<file path="config.mk">
export PLATFORM = sky130hd
export DESIGN_NAME = mat_result_collect
export DESIGN_NICKNAME = d
export VERILOG_FILES = /design/src/rtl/mat_result_collect.sv
export SDC_FILE = /design/constraint.sdc
export NUM_CORES = 1
export LEC_CHECK = 0
export CAP_MARGIN = 30
export CORE_MARGIN = 1.5
export CORE_UTILIZATION = 50
export DETAILED_ROUTE_END_ITERATION = 6
export HOLD_SLACK_MARGIN = 0.08
export PLACE_DENSITY = 0.74
export SYNTH_ARGS = -nofsm -noshare
export SYNTH_HDL_FRONTEND = slang
export SYNTH_SLANG_ARGS = --single-unit
export TNS_END_PERCENT = 50
</file>
<file path="constraint.sdc">
create_clock -name clk -period 4.5 [get_ports clk]
set_clock_uncertainty 0.2 [all_clocks]
set_input_delay 1.125 -clock clk [delete_from_list [all_inputs] [get_ports clk]]
set_output_delay 1.125 -clock clk [all_outputs]
set_load 0.005 [all_outputs]
</file>
<file path="src/rtl/mat_result_collect.sv">
// Pairs the tagged real/imaginary result stream, accumulates DIM products per element
// and writes each complex element to the result memory. Define MAT_SATURATE_EN to clamp outputs.
`ifndef WORD_LEN
`define WORD_LEN 32
`endif

module mat_result_collect #(
  parameter int DIM    = 4,
  parameter int ADDR_W = 4
) (
  input  logic                 clk,
  input  logic                 rst,
  input  logic                 start,
  input  logic                 we_in,
  input  logic                 state,
  input  logic [`WORD_LEN-1:0] result_in,
  output logic                 mem_we,
  output logic [ADDR_W-1:0]    mem_addr,
  output logic [`WORD_LEN-1:0] mem_re,
  output logic [`WORD_LEN-1:0] mem_im,
  output logic                 busy,
  output logic                 done,
  output logic                 err,
  output logic [1:0]           dbg_state
);

  localparam int WL = `WORD_LEN;
  localparam int AW = WL + 4;
  localparam int CW = $clog2(DIM);
  localparam logic [CW-1:0] LAST_IDX = CW'(DIM - 1);

  // Handshake: the stream has no backpressure; a word is presented when we_in=1 and
  // is consumed in that same cycle, tagged by state (0 = real, 1 = imaginary).

  typedef enum logic [1:0] {
    S_IDLE  = 2'd0,
    S_RUN   = 2'd1,
    S_FLUSH = 2'd2
  } fsm_t;

  fsm_t                 fsm_q, fsm_d;
  logic [CW-1:0]        row_q, row_d, col_q, col_d, k_q, k_d;
  logic                 exp_im_q, exp_im_d;
  logic                 err_q, err_d;
  logic signed [AW-1:0] acc_re_q, acc_re_d, acc_im_q, acc_im_d;
  logic                 mem_we_q, mem_we_d;
  logic [ADDR_W-1:0]    mem_addr_q, mem_addr_d;
  logic [WL-1:0]        mem_re_q, mem_re_d, mem_im_q, mem_im_d;

  logic signed [AW-1:0] in_ext, sum_re, sum_im;
  logic [WL-1:0]        conv_re, conv_im;
  logic [31:0]          addr_full;
  logic                 word_ok, accept_im, elem_end, mat_end;

  assign in_ext    = {{4{result_in[WL-1]}}, result_in};
  assign sum_re    = acc_re_q + in_ext;
  assign sum_im    = acc_im_q + in_ext;
  assign word_ok   = (fsm_q == S_RUN) && we_in && (state == exp_im_q);
  assign accept_im = word_ok && state;
  assign elem_end  = accept_im && (k_q == LAST_IDX);
  assign mat_end   = elem_end && (row_q == LAST_IDX) && (col_q == LAST_IDX);
  assign addr_full = 32'(row_q) * DIM + 32'(col_q);

  // The element's last imaginary word is folded in on the fly, so the output
  // registers capture the finished sums at the same edge that accepts it.
  always_comb begin
    conv_re = acc_re_q[WL-1:0];
    conv_im = sum_im[WL-1:0];
`ifdef MAT_SATURATE_EN
    if (acc_re_q[AW-1:WL-1] != {(AW-WL+1){acc_re_q[AW-1]}})
      conv_re = acc_re_q[AW-1] ? {1'b1, {(WL-1){1'b0}}} : {1'b0, {(WL-1){1'b1}}};
    if (sum_im[AW-1:WL-1] != {(AW-WL+1){sum_im[AW-1]}})
      conv_im = sum_im[AW-1] ? {1'b1, {(WL-1){1'b0}}} : {1'b0, {(WL-1){1'b1}}};
`endif
  end

  always_ff @(posedge clk) begin
    if (rst) fsm_q <= S_IDLE;
    else     fsm_q <= fsm_d;
  end

  always_comb begin
    fsm_d = fsm_q;
    case (fsm_q)
      S_IDLE:  if (start) fsm_d = S_RUN;
      S_RUN:   if (mat_end) fsm_d = S_FLUSH;
      S_FLUSH: fsm_d = S_IDLE;
      default: fsm_d = S_IDLE;
    endcase
  end

  always_comb begin
    row_d      = row_q;
    col_d      = col_q;
    k_d        = k_q;
    exp_im_d   = exp_im_q;
    err_d      = err_q;
    acc_re_d   = acc_re_q;
    acc_im_d   = acc_im_q;
    mem_we_d   = 1'b0;
    mem_addr_d = mem_addr_q;
    mem_re_d   = mem_re_q;
    mem_im_d   = mem_im_q;
    if (fsm_q == S_IDLE && start) begin
      row_d    = '0;
      col_d    = '0;
      k_d      = '0;
      exp_im_d = 1'b0;
      err_d    = 1'b0;
      acc_re_d = '0;
      acc_im_d = '0;
    end else if (fsm_q == S_RUN && we_in) begin
      if (!word_ok) begin
        err_d = 1'b1;
      end else if (!state) begin
        acc_re_d = sum_re;
        exp_im_d = 1'b1;
      end else begin
        exp_im_d = 1'b0;
        if (elem_end) begin
          mem_we_d   = 1'b1;
          mem_addr_d = addr_full[ADDR_W-1:0];
          mem_re_d   = conv_re;
          mem_im_d   = conv_im;
          acc_re_d   = '0;
          acc_im_d   = '0;
          k_d        = '0;
          if (col_q == LAST_IDX) begin
            col_d = '0;
            row_d = (row_q == LAST_IDX) ? '0 : row_q + 1'b1;
          end else begin
            col_d = col_q + 1'b1;
          end
        end else begin
          acc_im_d = sum_im;
          k_d      = k_q + 1'b1;
        end
      end
    end
  end

  always_ff @(posedge clk) begin
    if (rst) begin
      row_q      <= '0;
      col_q      <= '0;
      k_q        <= '0;
      exp_im_q   <= 1'b0;
      err_q      <= 1'b0;
      acc_re_q   <= '0;
      acc_im_q   <= '0;
      mem_we_q   <= 1'b0;
      mem_addr_q <= '0;
      mem_re_q   <= '0;
      mem_im_q   <= '0;
    end else begin
      row_q      <= row_d;
      col_q      <= col_d;
      k_q        <= k_d;
      exp_im_q   <= exp_im_d;
      err_q      <= err_d;
      acc_re_q   <= acc_re_d;
      acc_im_q   <= acc_im_d;
      mem_we_q   <= mem_we_d;
      mem_addr_q <= mem_addr_d;
      mem_re_q   <= mem_re_d;
      mem_im_q   <= mem_im_d;
    end
  end

  always_comb begin
    busy      = (fsm_q == S_RUN);
    done      = (fsm_q == S_FLUSH);
    err       = err_q;
    mem_we    = mem_we_q;
    mem_addr  = mem_addr_q;
    mem_re    = mem_re_q;
    mem_im    = mem_im_q;
    dbg_state = fsm_q;
  end

endmodule

</file>
* After elaboration in Yosys (flattened, before gate mapping) *
Index checks and enable logic that the tools add are counted.

cells by class
  add/subtract/negate cells = 6
  eq/ne operators = 9
  multiplexer cells = 11
  bitwise operators = 4
  reduce and logical (&&, ||, !) cells = 18

operators with widths
  kind                                                             count
  36-bit two-way mux                                               3
  36-bit by 32-bit adder with 36-bit output                        2
  2-bit two-way mux                                                5
  5-bit AND reduction                                              2
  2-bit == test, second input constant                             4
  1-bit logical AND                                                7
  2-bit by 1-bit adder with 2-bit output, second input constant    3
  2-bit AND reduction                                              3
  3-bit AND reduction                                              2
  5-bit OR reduction                                               1
  4-bit by 2-bit adder with 4-bit output                           1
  2-bit by 1-bit != test with 1-bit output, second input constant  2
  1-bit inverter                                                   4
  2-bit case mux with 2 select lines                               1
  4-bit AND reduction                                              1
  2-bit by 1-bit == test with 1-bit output, second input constant  1
  2-bit logical NOT                                                1
  1-bit two-way mux                                                2
  2-bit != test, second input constant                             1
  2-bit OR reduction                                               1
  1-bit == test                                                    1

storage, ports and cells
  register bits after elaboration = 151
  input port bits = 37
  output and inout port bits = 74
  logic and storage cells = 60

* Logic depth before layout (Yosys ltp) *
Gate-level depths: netlist of run 1.

  depth in word-level cells = 9
  mapped depth = 13
  mapped depth without buffers = 13

* Worst setup path after synthesis of run 1 *
Ideal clock, no wire load.

  path type = input to register
  from = input result_in[0]
  to = register acc_re_q[28]
  library setup time = 0.122 ns
  arrival time = 3.321 ns
  setup slack = 0.858 ns
  stages = 13
  path buffers = 0
  cells stage by stage = ha_1 > inv_1 > fa_1 > nor2b_1 > o21a_1 > o21ai_2 > a211oi_2 > o21ai_1 > a2111oi_2 > o22ai_1 > o2111ai_1 > o31ai_1 > a221o_1

between the ends
  word-level cells in the longest chain between the ends = 2

RTL lines
  what                                       RTL line  RTL
  from (decl)                                16        input logic [`WORD_LEN-1:0] result_in,
  36-bit by 32-bit adder with 36-bit output  56        assign sum_re = acc_re_q + in_ext;
  36-bit two-way mux                         115       end else if (!state) begin
  to (signal assigned)                       161       acc_re_q <= acc_re_d;
  to (decl)                                  45        logic signed [AW-1:0] acc_re_q, acc_re_d, acc_im_q, acc_im_d;

Every way passes these cells.
A chain may end at the register's enable or synchronous reset.

* Worst setup path after layout of run 1 *
Same ends and word-level chain as after synthesis.

==> results by group, run 1 <==
Run status
  • Status: finished clean

Global route
  • First-pass GRT wire length: 34320 um
  • Number of global-route vias before repair: 7072
  • Antenna violations before repair: 0
  • GRT Total Usage: 0.2588
  • Global route overflow: 0
  • Pin count of the biggest net entering global routing: 74

Worst setup path
  • CP max stage cell: clkdlybuf4s50_1
  • Reg2reg setup slack: 1310 ps
  • CP Buf/Inv Count: 2
  • Crit path to: acc_re_q[28]$_SDFFE_PP0P_
  • R2r endpoint: acc_re_q[28]$_SDFFE_PP0P_
  • Slowest stage delay, CP: 510 ps
  • RR Startpoint: acc_re_q[0]$_SDFFE_PP0P_
  • Crit path launch type: input pin
  • Critical Path RT: 4620 ps
  • Setup Crit Path Kind: input pin to register
  • Max FO, Critical Path: 4
  • R2R cell count: 13
  • WP depth: 14
  • CP startpoint: result_in[0]
  • CP endpoint kind: register
  • Crit-path cells: clkdlybuf4s50_1, ha_1, inv_1, fa_1, nor2b_1, o21a_1, o21ai_2, a211oi_2, o21ai_1, a2111oi_2, o22ai_1, o2111ai_1, o31ai_1, a221o_1
  • Crit path DAT: 4160 ps
  • CP delay by family, top: compound AO/OA/AOI/OAI gates

Synth
  • Yosys top cell by area: dfxtp_1
  • Distinct cell type count after synthesis: 60
  • Main synth FF type: dfxtp_1
  • Synth async-reset ratio: 0
  • Register area share after synthesis: 0.3582
  • Avg Inst Size Synth: 8.146 um2
  • YS warnings: 0
  • Seq cells post-synth: 143
  • Post-synth top area share: 0.3582
  • Syn nets: 1085
  • Synth area leaders: dfxtp_1, ha_1, a21oi_1
  • Synth Cell Area: 0.007991 mm2
  • Syn Inst Count: 981
  • EDFF count, synth: 0

Placement
  • Placed cell area: 0.009296 mm2
  • Port Buf Inserts: 110
  • DPL Wire Length: 15150 um
  • Gp weighted congestion: 0.9225
  • Cell Count Post-Placement: 1276

Cells and area
  • Antenna Cells: 0
  • Area Overhead vs Synth: 23.44%
  • Final std cells w/o fill: 1308
  • Sequential Area: 0.002863 mm2
  • Design Area, Final: 0.009864 mm2
  • Area of the multi-input gates: 0.004910 mm2
  • Fillers: 1460
  • Layout cell share with drive strength beyond 1: 0.06868
  • Fin nets: 1183

Power
  • P_sw: 0.7204 mW
  • Cell-internal power: 2.168 mW
  • VDD IR max: 0.2611 mV
  • Sw frac: 0.2494
  • Static leakage: 3.986 nW
  • Power Dens Cells: 292.8 mW/mm2
  • Share of power burned in the clock network: 0.467
  • Comb pwr share: 0.090
  • Seq pwr share: 0.443

Timing
  • RSZ-0062 raised after global routing: false
  • Rel. slew slack: 0.3224
  • Crit path time final: 4048 ps
  • Hold_ws: 250.0 ps
  • Slew @ Worst Pin: 1015 ps
  • Endpoints failing setup: 0
  • Slew Limit Fails: 0
  • Final hold vios: 0
  • Final period util: 0.8995
  • Final setup TNS: 0 ps
  • Fmax: 247.1 MHz

Clock tree
  • CTS tree: done
  • Clk slew on worst S/H paths: 60 ps
  • Post-CTS sizing: 0
  • Cts bufs inserted: 17
  • Post-CTS Setup Bufs: 0
  • Worst skew pair latency: 430 ps
  • CTS Hold Bufs: 0
  • Max clock buf depth: 2
  • Root Driver: clkbuf_16
  • H-tree depth: 4
  • Clock sink total: 143

Floorplanning
  • Row count: 46
  • I/O pin count: 111
  • Core area: 0.01577 mm2
  • Die Area: 0.01675 mm2
  • Die height: 129.4 um
  • Die W: 129.4 um
  • Starting density of the core: 0.5067

Detailed routing
  • Routed WL: 21060 um
  • Vias per Instance: 5.660
  • Routed Antenna Nets: 0
  • Routed WL per cell: 16.10 um
  • Routed vias: 7403
  • DR iter-0 viols: 504
  • Drt first pass iters: 5
  • Drt drc: 0

Job
  • Max cap viols: 0

Worst hold path
  • Worst min-delay path class: register to register
[layout make-up]
cell class              instances  area share
clock buffers                  20     0.04630
clock inverters                12     0.01129
inverters                      12    0.004566
multi-input cells             780      0.4977
flip-flops and latches        143      0.2902
well taps                     216     0.02740
repair buffers                125      0.1225
[flip-flops by register name, indices dropped and copies added, names as in the netlist]
name and flops:
exp_im_q 1, row_q 2, mem_im 32, err 1, mem_addr 4, mem_we 1, mem_re 32, acc_re_q 32
acc_im_q 32, col_q 2, k_q 2, dbg_state 2
[power by group through the flow]
stage | combinational (mW) | sequential [mW] | clock (mW)
after floorplan | 0.166 | 1.31 | 0
after global placement | 0.255 | 1.31 | 0
after detailed placement | 0.256 | 1.31 | 0
after CTS | 0.258 | 1.28 | 1.37
after global routing | 0.287 | 1.28 | 1.42
final | 0.261 | 1.28 | 1.35
[worst min path at each step]
stage                                           end  slack, ps  cells past startpoint                      start
after floorplan           acc_im_q[16]$_SDFFE_PP0P_        230                      2  acc_im_q[16]$_SDFFE_PP0P_
after global placement    acc_im_q[19]$_SDFFE_PP0P_        240                      2  acc_im_q[19]$_SDFFE_PP0P_
after detailed placement     mem_re[6]$_SDFFE_PP0P_        250                      2     mem_re[6]$_SDFFE_PP0P_
after CTS                    mem_re[6]$_SDFFE_PP0P_        250                      2     mem_re[6]$_SDFFE_PP0P_
after global routing         mem_re[0]$_SDFFE_PP0P_        270                      2     mem_re[0]$_SDFFE_PP0P_
final                        mem_re[6]$_SDFFE_PP0P_        250                      2     mem_re[6]$_SDFFE_PP0P_
[per-stage QoR]
step           worst slack, ps  utilization  power (mW)
3_5_place_dp             10.04       0.5895       1.564
4_1_cts                  449.1       0.6255       2.907
2_1_floorplan            857.5            -       1.472
5_1_grt                  178.9       0.6255       2.988
6_report                 452.4       0.6255       2.889
3_3_place_gp             110.6       0.5895       1.563
[placed cells by master (no fill, tap or decap), drive strengths merged, types with 3 or more instances in the layout]
cell type,instances
a211oi,16
a21o,36
a21oi,144
a221oi,4
a22o,28
a22oi,14
a31oi,8
and2,7
and3,12
buf,16
clkbuf,20
clkdlybuf4s50,109
clkinv,7
clkinvlp,3
dfxtp,143
ha,65
inv,13
nand2,180
nand2b,7
nand3,29
nand3b,5
nand4,7
nand4b,3
nor2,59
nor2b,9
nor3,9
o21a,9
o21ai,40
o22ai,3
o31ai,3
or2,3
or3,5
xnor2,33
xor2,18
[logic make-up after synthesis]
logic type | count (synthesis) | synth area share
adders and majority gates | 67 | 0.1068
AOI/OAI and AO/OA | 320 | 0.2588
muxes | 1 | 0.001409
DFF | 143 | 0.3582
xor gates and xnor gates | 51 | 0.05589
buffers and inverters | 58 | 0.02818
and+or+nand+nor | 341 | 0.1907
[worst reg2reg max path, delay by kind of cell (launching register included)]
kind | cells | cell delay, ps
AO/OA/AOI/OAI | 9 | 1780
adder cells (fa/ha/maj) | 2 | 570
buffers and inverters | 1 | 60
flip-flops | 1 | 350
AND/OR/NAND/NOR | 1 | 130
[synth_stat cells, types with 3 or more instances]
| library cell | instances |
|---|---|
| a21oi_1 | 141 |
| nor2_1 | 59 |
| nand3_1 | 28 |
| o22ai_1 | 3 |
| a22o_1 | 28 |
| nand4_1 | 6 |
| and2_1 | 7 |
| and3_1 | 12 |
| inv_1 | 12 |
| or3_1 | 5 |
| o21a_1 | 9 |
| nand3b_1 | 5 |
| dfxtp_1 | 143 |
| a22oi_1 | 14 |
| buf_2 | 5 |
| o21ai_1 | 8 |
| nor2b_1 | 9 |
| a21o_1 | 35 |
| a211oi_1 | 11 |
| clkbuf_1 | 40 |
| xor2_1 | 18 |
| a31oi_1 | 8 |
| xnor2_1 | 33 |
| nand2b_1 | 7 |
| nand4b_1 | 3 |
| a21oi_2 | 3 |
| o21ai_0 | 30 |
| nand2_1 | 180 |
| nor3_1 | 8 |
| ha_1 | 65 |
| a211oi_2 | 5 |
[metal layers]
layer	wire [um]	part of all wire	global-route usage	up-vias
met5	0	0	0	-
met1	9863	0.47	0.3406	3448
met4	479	0.023	0.09739	0
met3	986	0.047	0.04707	39
met2	9726	0.46	0.4246	203
li1	-	-	-	3713
No activity file was read; power rests on OpenSTA's default activity.
==> inputs of run 2 (changes only) <==
GPL_TIMING_DRIVEN = 0   (was default)
==> results by group, run 2 (synthesis gave the netlist of run 1 again) <==
Run status
  • Status: finished clean

Placement
  • Port Buf Inserts: 110 (unchanged)
  • DPL Wire Length: 17140 um (+13%)
  • Gp weighted congestion: 0.9392 (+1.8%)

Worst setup path
  • CP max stage cell: clkdlybuf4s50_1
  • CP startpoint: result_in[0]
  • Crit path to: acc_im_q[28]$_SDFFE_PP0P_
  • Cell repeated most along the worst path: o21ai_0
  • CP delay by family, top: compound AO/OA/AOI/OAI gates
  • Setup Crit Path Kind: input pin to register
  • Crit path DAT: 4360 ps (+200 ps)
  • Crit-path cells: clkdlybuf4s50_1, ha_1, fa_1, a211oi_1, o21ai_0, nand4_1, nand3_2, a31oi_1, o21ai_1, a21oi_1, o21a_1, xor2_1, o21ai_0
  • Critical Path RT: 4610 ps (about the same)
  • CP endpoint kind: register
  • Max FO, Critical Path: 3 (-1)
  • WP depth: 13 (-1)
  • Slowest stage delay, CP: 450 ps (-60 ps)
  • R2R cell count: 12 (-1)
  • Crit path launch type: input pin
  • RR Startpoint: acc_im_q[0]$_SDFFE_PP0P_
  • Reg2reg setup slack: 1120 ps (-190 ps)
  • CP Buf/Inv Count: 1 (-1)
  • R2r endpoint: acc_im_q[28]$_SDFFE_PP0P_

Cells and area
  • Antenna Cells: 0 (unchanged)
  • Area Overhead vs Synth: 24.75%
  • Commonest non-fill, non-tap cells in the layout: nand2_1, dfxtp_1, a21oi_1
  • Area of the multi-input gates: 0.004903 mm2 (-0.13%)
  • Layout cell share with drive strength beyond 1: 0.05348 (-0.01521)
  • Sequential Area: 0.002863 mm2 (unchanged)
  • Post-Route Utilization: 0.6322 (+0.006664)
  • Commonest non-fill, non-tap cell in the layout: nand2_1
  • Fin nets: 1214 (+2.6%)
  • Fillers: 1452 (-0.55%)

Global route
  • First-pass GRT wire length: 36330 um (+5.9%)
  • Number of global-route vias before repair: 7139 (+0.95%)
  • Pin count of the biggest net entering global routing: 17 (-77%)
  • GRT Total Usage: 0.2798 (+0.02098)
  • Global route overflow: 0 (unchanged)
  • Antenna violations before repair: 0 (unchanged)

Worst hold path
  • Worst min-delay path class: register to register

Power
  • Share of power burned in the clock network: 0.487 (+0.020)
  • Cell-internal power: 2.293 mW (+5.7%)
  • P_sw: 0.7286 mW (+1.1%)
  • Static leakage: 4.007 nW (+0.54%)
  • Sw frac: 0.2412 (-0.008238)
  • Comb pwr share: 0.089 (about the same)
  • Power Dens Cells: 303.0 mW/mm2 (+3.5%)
  • Seq pwr share: 0.424 (-0.019)
  • VDD IR max: 0.2481 mV (-5.0%)

Timing
  • Rel. slew slack: 0.3394 (+0.01704)
  • Hold_ws: 253.2 ps (+3.182 ps)
  • Slew Limit Fails: 0 (unchanged)
  • Fmax: 235.7 MHz (-4.6%)
  • Crit path time final: 4244 ps (+195.9 ps)
  • Final hold vios: 0 (unchanged)
  • Slew @ Worst Pin: 983.3 ps (-32.03 ps)
  • Final period util: 0.9430 (+0.04354)
  • RSZ-0062 raised after global routing: false
  • Endpoints failing setup: 0 (unchanged)

Floorplanning
  • Row count: 46 (unchanged)
  • Die height: 129.4 um (unchanged)
  • Starting density of the core: 0.5067 (unchanged)
  • I/O pin count: 111 (unchanged)
  • Die Area: 0.01675 mm2 (unchanged)
  • Die W: 129.4 um (unchanged)
  • Core area: 0.01577 mm2 (unchanged)

Clock tree
  • Post-CTS Setup Bufs: 0 (unchanged)
  • Post-CTS sizing: 0 (unchanged)
  • Cts bufs inserted: 17 (unchanged)
  • Worst skew pair latency: 430 ps (about the same)
  • Root Driver: clkbuf_16
  • Clock sink total: 143 (unchanged)
  • CTS tree: done
  • Clk slew on worst S/H paths: 60 ps (about the same)
  • H-tree depth: 4 (unchanged)
  • CTS Hold Bufs: 0 (unchanged)
  • Max clock buf depth: 2 (unchanged)

Detailed routing
  • DR iter-0 viols: 624 (+24%)
  • Routed vias: 7633 (+3.1%)
  • Routed WL per cell: 17.09 um (+6.2%)
  • Routed Antenna Nets: 0 (unchanged)
  • Drt drc: 0 (unchanged)
  • Vias per Instance: 5.705 (+0.80%)
  • Drt first pass iters: 5 (unchanged)
  • Routed WL: 22860 um (+8.6%)

Job
  • Max cap viols: 0 (unchanged)
## run 2: worst min path at each step
| stage | start | to | slack, ps | depth (start not counted) |
|---|---|---|---|---|
| floorplan | acc_im_q[16]$_SDFFE_PP0P_ | acc_im_q[16]$_SDFFE_PP0P_ | 230 | 2 |
| finish | mem_im[1]$_SDFFE_PP0P_ | mem_im[1]$_SDFFE_PP0P_ | 250 | 2 |
| CTS | mem_im[4]$_SDFFE_PP0P_ | mem_im[4]$_SDFFE_PP0P_ | 260 | 2 |
| global route | mem_im[1]$_SDFFE_PP0P_ | mem_im[1]$_SDFFE_PP0P_ | 270 | 2 |
| detailed placement | mem_re[23]$_SDFFE_PP0P_ | mem_re[23]$_SDFFE_PP0P_ | 250 | 2 |
| global placement | mem_im[10]$_SDFFE_PP0P_ | mem_im[10]$_SDFFE_PP0P_ | 240 | 2 |
## run 2: worst reg2reg max path: cells and delay by family (launching register included)
family | cells | cell delay, ps
DFF | 1 | 320
AOI/OAI and AO/OA | 7 | 1620
and+or+nand+nor | 2 | 300
adders and majority gates | 2 | 660
xor gates and xnor gates | 1 | 150
## run 2: per-layer routing
layer / global-route usage / part of all wire / wire length, um
met1: 0.3680 / 0.46 / 10520
met3: 0.05078 / 0.049 / 1131
met5: 0 / 0 / 0
met4: 0.1098 / 0.028 / 639
met2: 0.4571 / 0.46 / 10570
## run 2: per-stage QoR
stage               power [mW]  cell area, um2  setup TNS [ps]  setup slack, ps  cells
floorplan                1.472            7991               0            857.5    981
global placement         1.566            9363          -321.0           -113.9   1307
detailed placement       1.569            9363          -484.3           -147.8   1307
CTS                      3.023            9970               0            274.2   1338
global route             3.100            9970               0            111.8   1338
finish                   3.021            9970               0            256.5   1338
## run 2: area by class of cell
class | instances | share of cell area
plain buffers | 46 | 0.01807
clock buffers | 22 | 0.04757
clock inverters | 9 | 0.01330
inverters | 12 | 0.004518
multi-input cells | 780 | 0.4918
flip-flops and latches | 143 | 0.2871
well taps | 216 | 0.02711
repair buffers | 110 | 0.1104
## run 2: power groups by stage
| stage | clock (mW) | combinational (mW) | sequential, mW |
|---|---|---|---|
| after global placement | 0 | 0.259 | 1.31 |
| after CTS | 1.48 | 0.265 | 1.28 |
| after detailed placement | 0 | 0.261 | 1.31 |
| after global routing | 1.53 | 0.292 | 1.28 |
| after floorplan | 0 | 0.166 | 1.31 |
| final | 1.47 | 0.269 | 1.28 |
==> inputs of run 3 (changes only) <==
CAP_MARGIN = 5   (was 30)
PLACE_DENSITY = default   (was 0.74)
PLACE_DENSITY_LB_ADDON = 0.08   (was default)
==> results by group, run 3 (synthesis gave the netlist of run 1 again) <==
Power
  • Sw frac: 0.2474 (+0.006206)
  • Comb pwr share: 0.089 (about the same)
  • Cell-internal power: 2.269 mW (-1.0%)
  • Power Dens Cells: 302.4 mW/mm2 (-0.21%)
  • Share of power burned in the clock network: 0.487 (about the same)
  • VDD IR max: 0.2489 mV (+0.35%)
  • Static leakage: 4.006 nW (about the same)
  • P_sw: 0.7456 mW (+2.3%)
  • Seq pwr share: 0.424 (about the same)

Floorplanning
  • Starting density of the core: 0.5067 (unchanged)
  • Die height: 129.4 um (unchanged)
  • Core area: 0.01577 mm2 (unchanged)
  • Die Area: 0.01675 mm2 (unchanged)
  • I/O pin count: 111 (unchanged)
  • Die W: 129.4 um (unchanged)
  • Row count: 46 (unchanged)

Placement
  • Placed cell area: 0.009363 mm2 (unchanged)
  • Place WS: -180.9 ps (-33.09 ps)
  • Gp weighted congestion: 0.9087 (-3.2%)
  • DPL Wire Length: 17470 um (+2.0%)
  • Port Buf Inserts: 110 (unchanged)

Cells and area
  • Post-Route Utilization: 0.6321 (about the same)
  • Fin nets: 1214 (unchanged)
  • Layout cell share with drive strength beyond 1: 0.05432 (+0.0008429)
  • Commonest non-fill, non-tap cell in the layout: nand2_1
  • Design Area, Final: 0.009968 mm2 (about the same)
  • Commonest non-fill, non-tap cells in the layout: nand2_1, dfxtp_1, a21oi_1
  • Area Overhead vs Synth: 24.74% (about the same)
  • Antenna Cells: 0 (unchanged)

Clock tree
  • Clk slew on worst S/H paths: 60 ps (about the same)
  • Worst skew pair latency: 440 ps (about the same)
  • CTS Hold Bufs: 0 (unchanged)
  • Post-CTS Setup Bufs: 0 (unchanged)
  • Root Driver: clkbuf_16
  • Clock sink total: 143 (unchanged)
  • Max clock buf depth: 2 (unchanged)
  • H-tree depth: 4 (unchanged)
  • Cts bufs inserted: 17 (unchanged)
  • Post-CTS sizing: 0 (unchanged)
  • CTS tree: done

Run status
  • Status: finished clean

Global route
  • Number of global-route vias before repair: 6971 (-2.4%)
  • GRT Total Usage: 0.2845 (+0.004721)
  • Antenna violations before repair: 0 (unchanged)
  • Global route overflow: 0 (unchanged)
  • First-pass GRT wire length: 36360 um (about the same)
  • Pin count of the biggest net entering global routing: 17 (unchanged)

Timing
  • Rel. slew slack: 0.2694 (-0.06998)
  • Final period util: 0.9387 (-0.004328)
  • Slew @ Worst Pin: 1087 ps (+104.2 ps)
  • Final setup TNS: 0 ps (unchanged)
  • Fmax: 236.7 MHz (+0.46%)
  • Slew Limit Fails: 0 (unchanged)
  • RSZ-0062 raised after global routing: false
  • PnR worst setup slack: 275.9 ps (+19.48 ps)
  • Endpoints failing setup: 0 (unchanged)
  • Final hold vios: 0 (unchanged)
  • Crit path time final: 4224 ps (-19.48 ps)

Detailed routing
  • Routed WL per cell: 17.43 um (+2.0%)
  • Drt drc: 0 (unchanged)
  • Routed Antenna Nets: 0 (unchanged)
  • DR iter-0 viols: 405 (-35%)
  • Vias per Instance: 5.692 (-0.22%)
  • Drt first pass iters: 6 (+1)
  • Routed WL: 23340 um (+2.1%)
  • Routed vias: 7622 (-0.14%)

Worst setup path
  • CP endpoint kind: register
  • Critical Path RT: 4600 ps (about the same)
  • Crit path launch type: input pin
  • Setup Crit Path Kind: input pin to register
  • Max FO, Critical Path: 3 (unchanged)
  • Crit path DAT: 4330 ps (-30 ps)

Job
  • Max cap viols: 0 (unchanged)

Worst hold path
  • Worst min-delay path class: register to register
[run 3: final cells by class]
cell class / instances / area (um2)
Fill cell: 1481 / 5802
Timing Repair Buffer: 110 / 1101
Tap cell: 216 / 270.3
Clock buffer: 20 / 446.7
Clock inverter: 12 / 158.9
Inverter: 12 / 45.04
Multi-Input combinational cell: 780 / 4903
Sequential cell: 143 / 2863
Buffer: 46 / 180.2
[run 3: metal layers]
metal,vias up,wire [um],GRT usage
met5,-,0,0
met4,0,682,0.1209
met3,45,1098,0.03964
met2,198,10840,0.4668
met1,3598,10720,0.3764
li1,3781,-,-
[run 3: critical path, cell delays in order]
cell and delay, ps:
clkdlybuf4s50_1 460, ha_1 270, fa_1 430, a211oi_1 370, o21ai_0 210, and2_1 220, a21o_1 210, a21oi_1 260
o21bai_1 100, a21oi_1 180, xor2_1 220, o21ai_0 110, nor2b_1 160
[run 3: final timing paths]
check / cells past startpoint / start / slack [ps] / end
worst max-delay path: 13 / result_in[0] / 280 / mem_im[16]$_SDFFE_PP0P_
worst min-delay path: 2 / mem_im[12]$_SDFFE_PP0P_ / 250 / mem_im[12]$_SDFFE_PP0P_
worst max register to register: 13 / acc_re_q[0]$_SDFFE_PP0P_ / 1150 / acc_re_q[28]$_SDFFE_PP0P_
worst min register to register: 2 / mem_im[12]$_SDFFE_PP0P_ / 250 / mem_im[12]$_SDFFE_PP0P_
[run 3: power groups by stage]
| stage | sequential [mW] | combinational, mW | clock (mW) |
|---|---|---|---|
| floorplan | 1.31 | 0.166 | 0 |
| global placement | 1.31 | 0.263 | 0 |
| detailed placement | 1.31 | 0.264 | 0 |
| CTS | 1.28 | 0.267 | 1.48 |
| global route | 1.28 | 0.294 | 1.53 |
| finish | 1.28 | 0.268 | 1.47 |
[run 3: per-stage QoR]
| stage | std cells | power, mW | hold WS [ps] |
|---|---|---|---|
| final | 1339 | 3.014 | 250.0 |
| after global routing | 1339 | 3.108 | 270.9 |
| after CTS | 1339 | 3.025 | 254.1 |
| after detailed placement | 1307 | 1.571 | 245.5 |
| after global placement | 1307 | 1.570 | 243.3 |
| after floorplan | 981 | 1.472 | 229.1 |
